**config.mk**
```make
export PLATFORM = sky130hd
export DESIGN_NAME = alu_issue_stage
export DESIGN_NICKNAME = d
export VERILOG_FILES = /design/src/rtl/alu_issue_stage.sv
export SDC_FILE = /design/constraint.sdc
export NUM_CORES = 1
export LEC_CHECK = 0
export BUFFER_PORTS_ARGS = -buffer_cell sky130_fd_sc_hd__clkbuf_2
export CORE_UTILIZATION = 45
export DETAILED_ROUTE_END_ITERATION = 6
export PLACE_DENSITY = 0.58
export SYNTH_ARGS = -nofsm -noshare
export SYNTH_HDL_FRONTEND = slang
export SYNTH_SLANG_ARGS = --single-unit
```
**constraint.sdc**
```tcl
create_clock -name clk -period 26.6 [get_ports clk]
set_clock_uncertainty 0.2 [all_clocks]
set_input_delay 2.66 -clock clk [delete_from_list [all_inputs] [get_ports clk]]
set_output_delay 2.66 -clock clk [all_outputs]
set_load 0.02 [all_outputs]
```
**src/rtl/alu_issue_stage.sv**
```systemverilog
// Issue stage in front of the combinational ALU: register file, operand fetch
// with bypass, a registered execute stage and a back-pressured result stage.
module alu_issue_stage #(
  parameter int REG_AW = 4,
  parameter int DATA_W = 32,
  parameter int IMM_W  = 16
) (
  input  logic              clk,
  input  logic              rst,
  input  logic              in_valid,
  output logic              in_ready,
  input  logic [5:0]        in_op,
  input  logic [REG_AW-1:0] in_rd,
  input  logic [REG_AW-1:0] in_rs,
  input  logic [REG_AW-1:0] in_rt,
  input  logic              in_use_imm,
  input  logic [IMM_W-1:0]  in_imm,
  output logic [DATA_W-1:0] alu_a,
  output logic [DATA_W-1:0] alu_b,
  output logic [5:0]        alu_op,
  input  logic [DATA_W-1:0] alu_out,
  output logic              res_valid,
  input  logic              res_ready,
  output logic [DATA_W-1:0] res_data,
  output logic [REG_AW-1:0] res_rd,
  output logic [15:0]       stall_cnt
);
  localparam int NREG = 2 ** REG_AW;

  logic [DATA_W-1:0] r_rf [NREG];
  logic              r_e_valid;
  logic [REG_AW-1:0] r_e_rd;

  logic              w_accept;
  logic              w_e_adv;
  logic              w_fire;
  logic [DATA_W-1:0] w_opa;
  logic [DATA_W-1:0] w_opb;

  assign w_accept = !res_valid || res_ready;
  assign w_e_adv  = r_e_valid && w_accept;
  assign in_ready = !r_e_valid || w_accept;
  assign w_fire   = in_valid && in_ready;

  // The result leaving E this edge is not yet in the array, so forward it.
  always_comb begin
    w_opa = '0;
    w_opb = '0;
    if (in_rs != '0) begin
      if (w_e_adv && r_e_rd == in_rs) w_opa = alu_out;
      else                            w_opa = r_rf[in_rs];
    end
    if (in_use_imm) begin
      w_opb = {{(DATA_W-IMM_W){in_imm[IMM_W-1]}}, in_imm};
    end else if (in_rt != '0) begin
      if (w_e_adv && r_e_rd == in_rt) w_opb = alu_out;
      else                            w_opb = r_rf[in_rt];
    end
  end

  always_ff @(posedge clk or posedge rst) begin
    if (rst) begin
      r_e_valid <= 1'b0;
      r_e_rd    <= '0;
      alu_a     <= '0;
      alu_b     <= '0;
      alu_op    <= '0;
    end else if (w_fire) begin
      r_e_valid <= 1'b1;
      r_e_rd    <= in_rd;
      alu_a     <= w_opa;
      alu_b     <= w_opb;
      alu_op    <= in_op;
    end else if (w_e_adv) begin
      r_e_valid <= 1'b0;
    end
  end

  always_ff @(posedge clk or posedge rst) begin
    if (rst) begin
      res_valid <= 1'b0;
      res_data  <= '0;
      res_rd    <= '0;
      stall_cnt <= '0;
      for (int i = 0; i < NREG; i++) r_rf[i] <= '0;
    end else begin
      if (w_e_adv) begin
        res_valid <= 1'b1;
        res_data  <= alu_out;
        res_rd    <= r_e_rd;
        if (r_e_rd != '0) r_rf[r_e_rd] <= alu_out;
      end else if (res_ready) begin
        res_valid <= 1'b0;
      end
      if (r_e_valid && !w_accept && stall_cnt != 16'hFFFF)
        stall_cnt <= stall_cnt + 16'd1;
    end
  end
endmodule

```
==> metrics.cfg, run 1 <==
[timing]
fin_setup_tns_ns=0
final.setup.worst_slack_ns=20.46
finalHoldViolations=0
slew_headroom_pct=5.64
setup_viol=0
maxSlewViolCount=0
rsz0062_at_grt=no
fin_crit_sh_pct=23.1
fin_crit_ns=6.14
max_freq_mhz=163
worst_slew_pin_slew_ns=1.41

[worst_setup_path]
worst_path_max_delay_cell=and3b_1
path_class=input pin to output pin
path_buf_inv=3
max_stage_delay_ns=0.29
crit_family=buffers and inverters
cp-start-kind=input pin
cp-end-kind=output pin
cp_common_cell=clkbuf_2
crit_arrival_ns=3.28
required_ns=23.74
rrSetupSlack_ns=22.40
crit_fanout=6
path_cells=clkbuf_2 > and3b_1 > inv_2 > clkbuf_2

[floorplanning]
die_h_um=268
die-area_sq_um=72000
core_area_sq_um=70100
rows=97
ioPinCount=195
start_util_pct=45.5
die_x_um=268

[global_routing]
grt_max_degree=196
grt_pass1_vias=21600
grt-ovfl-total=0
antenna_found_initial=1
grt_pass1_wl_um=145000
grt_usage_pct=27.7

[cts]
cts_resized=0
cts_made_buffers=72
path_clk_slew_ns=0.06
cts_tree=done
cts.sinks=640
clockRootBuffer=clkbuf_16
clock_latency_ns=0.62
hold_buffers=0
cts_htree_levels=3
clockBufferDepth=3
cts_setup_buffers=0

[yosys]
synth_cell_types=51
ys_seq_elements=640
synth_area_per_cell_sq_um=14.4
ys_seq_area_share_pct=50.1
ys_async_sr_fraction_pct=100
netlist_area_sq_um=31900
synthCells=2218
synth_edf_count=0
ys_warn_count=0
ys.flop_type=dfrtp_1
syn_nets=2290

[detailed_routing]
dr.pass1.iters=5
wirelength_um=97200
num_vias=20800
drcViolationCount=0
first_iter_violations=1943
vias_per_cell=6.38
ant_nets=0
wire_per_inst_um=29.9

[placement]
portBuffers=194
hpwlAfterDp_um=55100
place_ws_ns=20.07
gp_congestion=0.801

[pwr]
comb_power_share_pct=26.2
leakage_uw=0.0157
pwr-share-seq_pct=45.0
powerDensity_nw_per_um2=100
clkPwrFrac_pct=28.8
power.switching_uw=1050
p_sw_share_pct=29.2
peakVddDrop_v=0.0000439
p_int_uw=2540
p_total_uw=3590

[cells_and_area]
drive_above_1_share_pct=48.7
fin_util_pct=50.9
layout_common_cells=640 x dfrtp_1, 474 x mux2_2, 256 x mux4_2
final_nets=2334
layout_commonest_cell=dfrtp_1
nFillCells=5966
syn_to_final_growth_pct=11.8

[flow_run]
maxCapViolCount=0

[hold_path]
hold_class=flip-flop to flip-flop

[status]
status=finished clean

-- worst register-to-register path: cells and delay by family (launching register included) --
kind / cells / cell delay [ns]
compound gates: 1 / 0.39
flops: 1 / 0.39
simple gates: 4 / 2.55
buf+inv: 1 / 0.60
-- layer usage --
metal | vias to the layer above | GRT usage [%] | share of wire (%)
met1 | 11100 | 37.1 | 41
li1 | 8580 | - | -
met2 | 845 | 45.0 | 49
met5 | - | 0 | 0
met3 | 202 | 5.82 | 6.9
met4 | 0 | 9.14 | 3.2
-- metrics by stage --
step / instances / instance area (sq um) / hold slack (ns)
finish: 3253 / 35700 / 0.195
global route: 3253 / 35700 / 0.208
CTS: 3252 / 35700 / 0.198
detailed placement: 3128 / 33300 / 0.184
global placement: 3128 / 33300 / 0.178
floorplan: 2218 / 31900 / 0.241
-- synth_stat cells (3+ instances only) --
cell | count | area, sq um
and3_1 | 3 | 18.8
nand2b_1 | 6 | 37.5
dfrtp_1 | 640 | 16000
mux2_2 | 474 | 5340
clkbuf_1 | 117 | 439
nor2b_1 | 3 | 18.8
nor2_1 | 26 | 97.6
a32oi_1 | 15 | 131
o31ai_1 | 32 | 240
o22ai_1 | 126 | 788
a21oi_1 | 19 | 95.1
buf_4 | 17 | 128
buf_6 | 15 | 169
o21ai_0 | 3 | 15.0
nand3_1 | 11 | 55.1
buf_2 | 81 | 405
o211a_1 | 14 | 140
o2111ai_1 | 15 | 131
mux4_2 | 256 | 5770
nand2_1 | 175 | 657
xnor2_1 | 13 | 114
and4_1 | 3 | 26.3
a22oi_1 | 32 | 240
o21a_1 | 18 | 135
xor2_1 | 5 | 43.8
or2_2 | 3 | 18.8
nand4_1 | 5 | 31.3
o221a_1 | 7 | 78.8
mux2_1 | 9 | 101
o221a_2 | 10 | 113
buf_1 | 39 | 146
-- registers in the layout, summed over array words and instances (netlist names) --
signal and count:
alu_op 6, r_e_valid 1, alu_b 32, alu_a 32
stall_cnt 16, res_valid 1, r_e_rd 4, r_rf 512
res_rd 4, res_data 32
-- worst paths after layout --
kind	startpoint	endpoint	cells past startpoint
max	res_ready	in_ready	4
max in group asynchronous	rst	r_rf[199]$_DFFE_PP0P_	4
max reg2reg	res_valid$_DFFE_PP0P_	alu_b[23]$_DFFE_PP0P_	6
min in group asynchronous	rst	stall_cnt[7]$_DFFE_PP0P_	2
min reg2reg	r_rf[493]$_DFFE_PP0P_	r_rf[493]$_DFFE_PP0P_	0
min	r_rf[493]$_DFFE_PP0P_	r_rf[493]$_DFFE_PP0P_	0
-- logic make-up after synthesis --
| kind of cell | Yosys count | share of synthesized area (%) |
|---|---|---|
| simple gates | 250 | 3.41 |
| compound gates | 299 | 6.78 |
| mux | 739 | 35.1 |
| fa+ha+maj | 1 | 0.0392 |
| buf+inv | 271 | 4.05 |
| flops | 640 | 50.1 |
| xor+xnor | 18 | 0.494 |
-- power by group through the flow --
stage	Clock [uW]	Sequential [uW]	Combinational [uW]
after floorplan	0	1560	730
after global placement	0	1600	918
after detailed placement	0	1620	944
after CTS	1050	1600	947
after global routing	1090	1660	1010
final	1030	1610	940
-- area by class of cell --
| cell class | count | area, sq um | share of cell area [%] |
|---|---|---|---|
| flip-flops and latches | 640 | 16000 | 44.9 |
| multi-input cells | 1307 | 14700 | 41.2 |
| clock buffers | 98 | 2060 | 5.78 |
| repair buffers | 239 | 1350 | 3.77 |
| well taps | 940 | 1180 | 3.29 |
| clock inverters | 26 | 362 | 1.01 |
| inverters | 2 | 15.0 | 0.0421 |
| diodes | 1 | 2.50 | 0.00701 |
Note: power is estimated with default switching activity, not from simulation.
==> run 2: changes to the inputs <==
==> constraint.sdc (replaced) <==
create_clock -name clk -period 5.8 [get_ports clk]
set_clock_uncertainty 0.2 [all_clocks]
set_input_delay 0.58 -clock clk [delete_from_list [all_inputs] [get_ports clk]]
set_output_delay 0.58 -clock clk [all_outputs]
set_load 0.02 [all_outputs]
==> run 2 against run 1 <==
Utilization grew 0.17 points. Final cell count up 0.34%. Global-route usage decreased by 0.75 points. Clock-buffer cell count up 1. Die area is the same. Combinational power rose to 4.6 times the previous value. Wire length decreased by 3.0%. Register-to-register slack worse by 20 ns. Flip-flop and latch count did not move. Non-clock buffer count is 11 higher. Clock power rose to 4.5 times the previous value. Critical endpoint is now r_rf[259]$_DFFE_PP0P_. Largest cell class unchanged. Largest power group unchanged.
==> metrics.cfg, run 2 (synthesized netlist as in run 1, its figures left out) <==
[status]
status=finished clean

[timing]
finalHoldViolations=0  ; unchanged
rsz0062_at_grt=no
worst_slew_pin_slew_ns=1.15  ; -0.262 ns
timing.hold.ws_ns=0.113  ; -0.0815 ns
fin_crit_ns=3.35
maxSlewViolCount=0  ; unchanged
max_freq_mhz=299
setup_viol=0  ; unchanged
fin_crit_sh_pct=57.7
slew_headroom_pct=23.3  ; +18 points
fin_setup_tns_ns=0  ; unchanged

[worst_setup_path]
crit_arrival_ns=3.64  ; +0.36 ns
reg2reg_depth=6  ; unchanged
rr_startpoint=res_valid$_DFFE_PP0P_
cp-end-kind=flip-flop
path_class=flip-flop to flip-flop
required_ns=6.10  ; -17.64 ns
r2r_end=r_rf[259]$_DFFE_PP0P_
crit_fanout=23  ; +17
cp-start-kind=flip-flop
rrSetupSlack_ns=2.45  ; -19.95 ns
endpoint=r_rf[259]$_DFFE_PP0P_
worstSetupStartpoint=res_valid$_DFFE_PP0P_

[flow_run]
maxCapViolCount=0  ; unchanged

[global_routing]
met2_usage_pct=44.4  ; -0.55 points
grt_max_degree=145  ; -26%
top_usage_layer=met2
grt-ovfl-total=0  ; unchanged
grt_usage_pct=26.9  ; -0.75 points
use_met3_pct=4.31  ; -1.5 points
grt_pass1_vias=21800  ; +0.94%
grt_pass1_wl_um=142000  ; -1.6%
grt.met1_usage_pct=36.2  ; -0.94 points
antenna_found_initial=1  ; unchanged

[pwr]
leakage_uw=0.0157  ; +0.33%
peakVddDrop_v=0.000210  ; +380%
p_total_uw=16400  ; +360%
powerDensity_nw_per_um2=457  ; +350%

[detailed_routing]
first_iter_violations=1568  ; -19%
wirelength_um=94300  ; -3.0%
ant_nets=0  ; unchanged
drcViolationCount=0  ; unchanged
wire_per_inst_um=28.9  ; -3.3%
vias_per_cell=6.31  ; -1.1%
dr.pass1.iters=5  ; unchanged
num_vias=20600  ; -0.75%

[floorplanning]
core_area_sq_um=70100  ; unchanged
die-area_sq_um=72000  ; unchanged
die_x_um=268  ; unchanged
start_util_pct=45.5  ; unchanged
ioPinCount=195  ; unchanged
die_h_um=268  ; unchanged
rows=97  ; unchanged

[cts]
cts_htree_levels=3  ; unchanged
cts_resized=0  ; unchanged
cts_tree=done
cts_setup_buffers=0  ; unchanged
cts_made_buffers=73  ; +1.4%
clockRootBuffer=clkbuf_16
cts.sinks=640  ; unchanged
clock_latency_ns=0.61  ; about the same
clockBufferDepth=3  ; unchanged
path_clk_slew_ns=0.06  ; about the same

[cells_and_area]
top_register=r_rf
multi_input_area_sq_um=14700  ; +0.10%
nFillCells=6002  ; +0.60%
largest_reg_flops=512  ; unchanged
fin_area_sq_um=35800  ; +0.34%
final_nets=2346  ; +0.51%
seq_area_sq_um=16000  ; unchanged
layout_commonest_cell=dfrtp_1
drive_above_1_share_pct=48.4  ; -0.34 points
syn_to_final_growth_pct=12.1
fin_util_pct=51.1  ; +0.17 points
layout_common_cells=640 x dfrtp_1, 474 x mux2_2, 256 x mux4_2

[placement]
portBuffers=194  ; unchanged
gp_congestion=0.799  ; -0.34%
hpwlAfterDp_um=56000  ; +1.7%
placed_area_sq_um=33300  ; +0.20%

[hold_path]
hold_depth=3  ; +3
hold_class=input pin to flip-flop

run 2: changes by cell type in the layout (fill, tap and decap cells not counted), sizes merged, moves of 2 or more:
cell / before / now
bufinv: 8 / 6
dlygate4sd3: 0 / 12
clkinvlp: 5 / 2
clkinv: 11 / 15
run 2: metal layers:
layer	up-vias	part of all wire, %	wire [um]
met1	11100	42	39400
met4	0	3.1	2900
met3	163	5.9	5540
met2	738	49	46500
li1	8570	-	-
met5	-	0	0
run 2: worst min path at each step:
stage,endpoint,start,slack (ns)
after detailed placement,r_rf[480]$_DFFE_PP0P_,r_rf[480]$_DFFE_PP0P_,0.18
after global routing,alu_b[10]$_DFFE_PP0P_,in_imm[10],0.14
after floorplan,r_rf[480]$_DFFE_PP0P_,r_rf[480]$_DFFE_PP0P_,0.24
after CTS,res_valid$_DFFE_PP0P_,res_ready,0.09
after global placement,r_rf[491]$_DFFE_PP0P_,r_rf[491]$_DFFE_PP0P_,0.18
final,res_valid$_DFFE_PP0P_,res_ready,0.11
run 2: worst max-delay path, cell delays in order, from the launching register on:
cell,delay (ns)
dfrtp_1,0.40
nand2b_1,0.12
nand2_2,0.32
nor3b_2,0.48
nand3_2,0.88
buf_4,0.52
mux2_2,0.29
run 2: final cells by class:
class / instances / share of cell area (%)
Multi-Input combinational cell: 1307 / 41.1
Sequential cell: 640 / 44.7
Timing Repair Buffer: 250 / 4.25
Clock inverter: 24 / 0.814
Tap cell: 940 / 3.28
Clock buffer: 99 / 5.77
Antenna cell: 2 / 0.0140
Inverter: 2 / 0.0314
run 2: power by group:
group,internal (uW),switching [uW]
clock,2750,1860
sequential,6130,1260
combinational,2680,1670
total,11600,4800
run 2: metrics by stage:
stage	setup slack (ns)	cells
3_5_place_dp	1.90	3127
3_3_place_gp	1.92	3127
5_1_grt	2.24	3263
6_report	2.45	3264
4_1_cts	2.42	3262
2_1_floorplan	-3.72	2218
run 2: repair_timing:
action,in CTS,in global routing
hold buffers,12,0
endpoints found under the hold margin,37,0
setup endpoints to repair,0,0
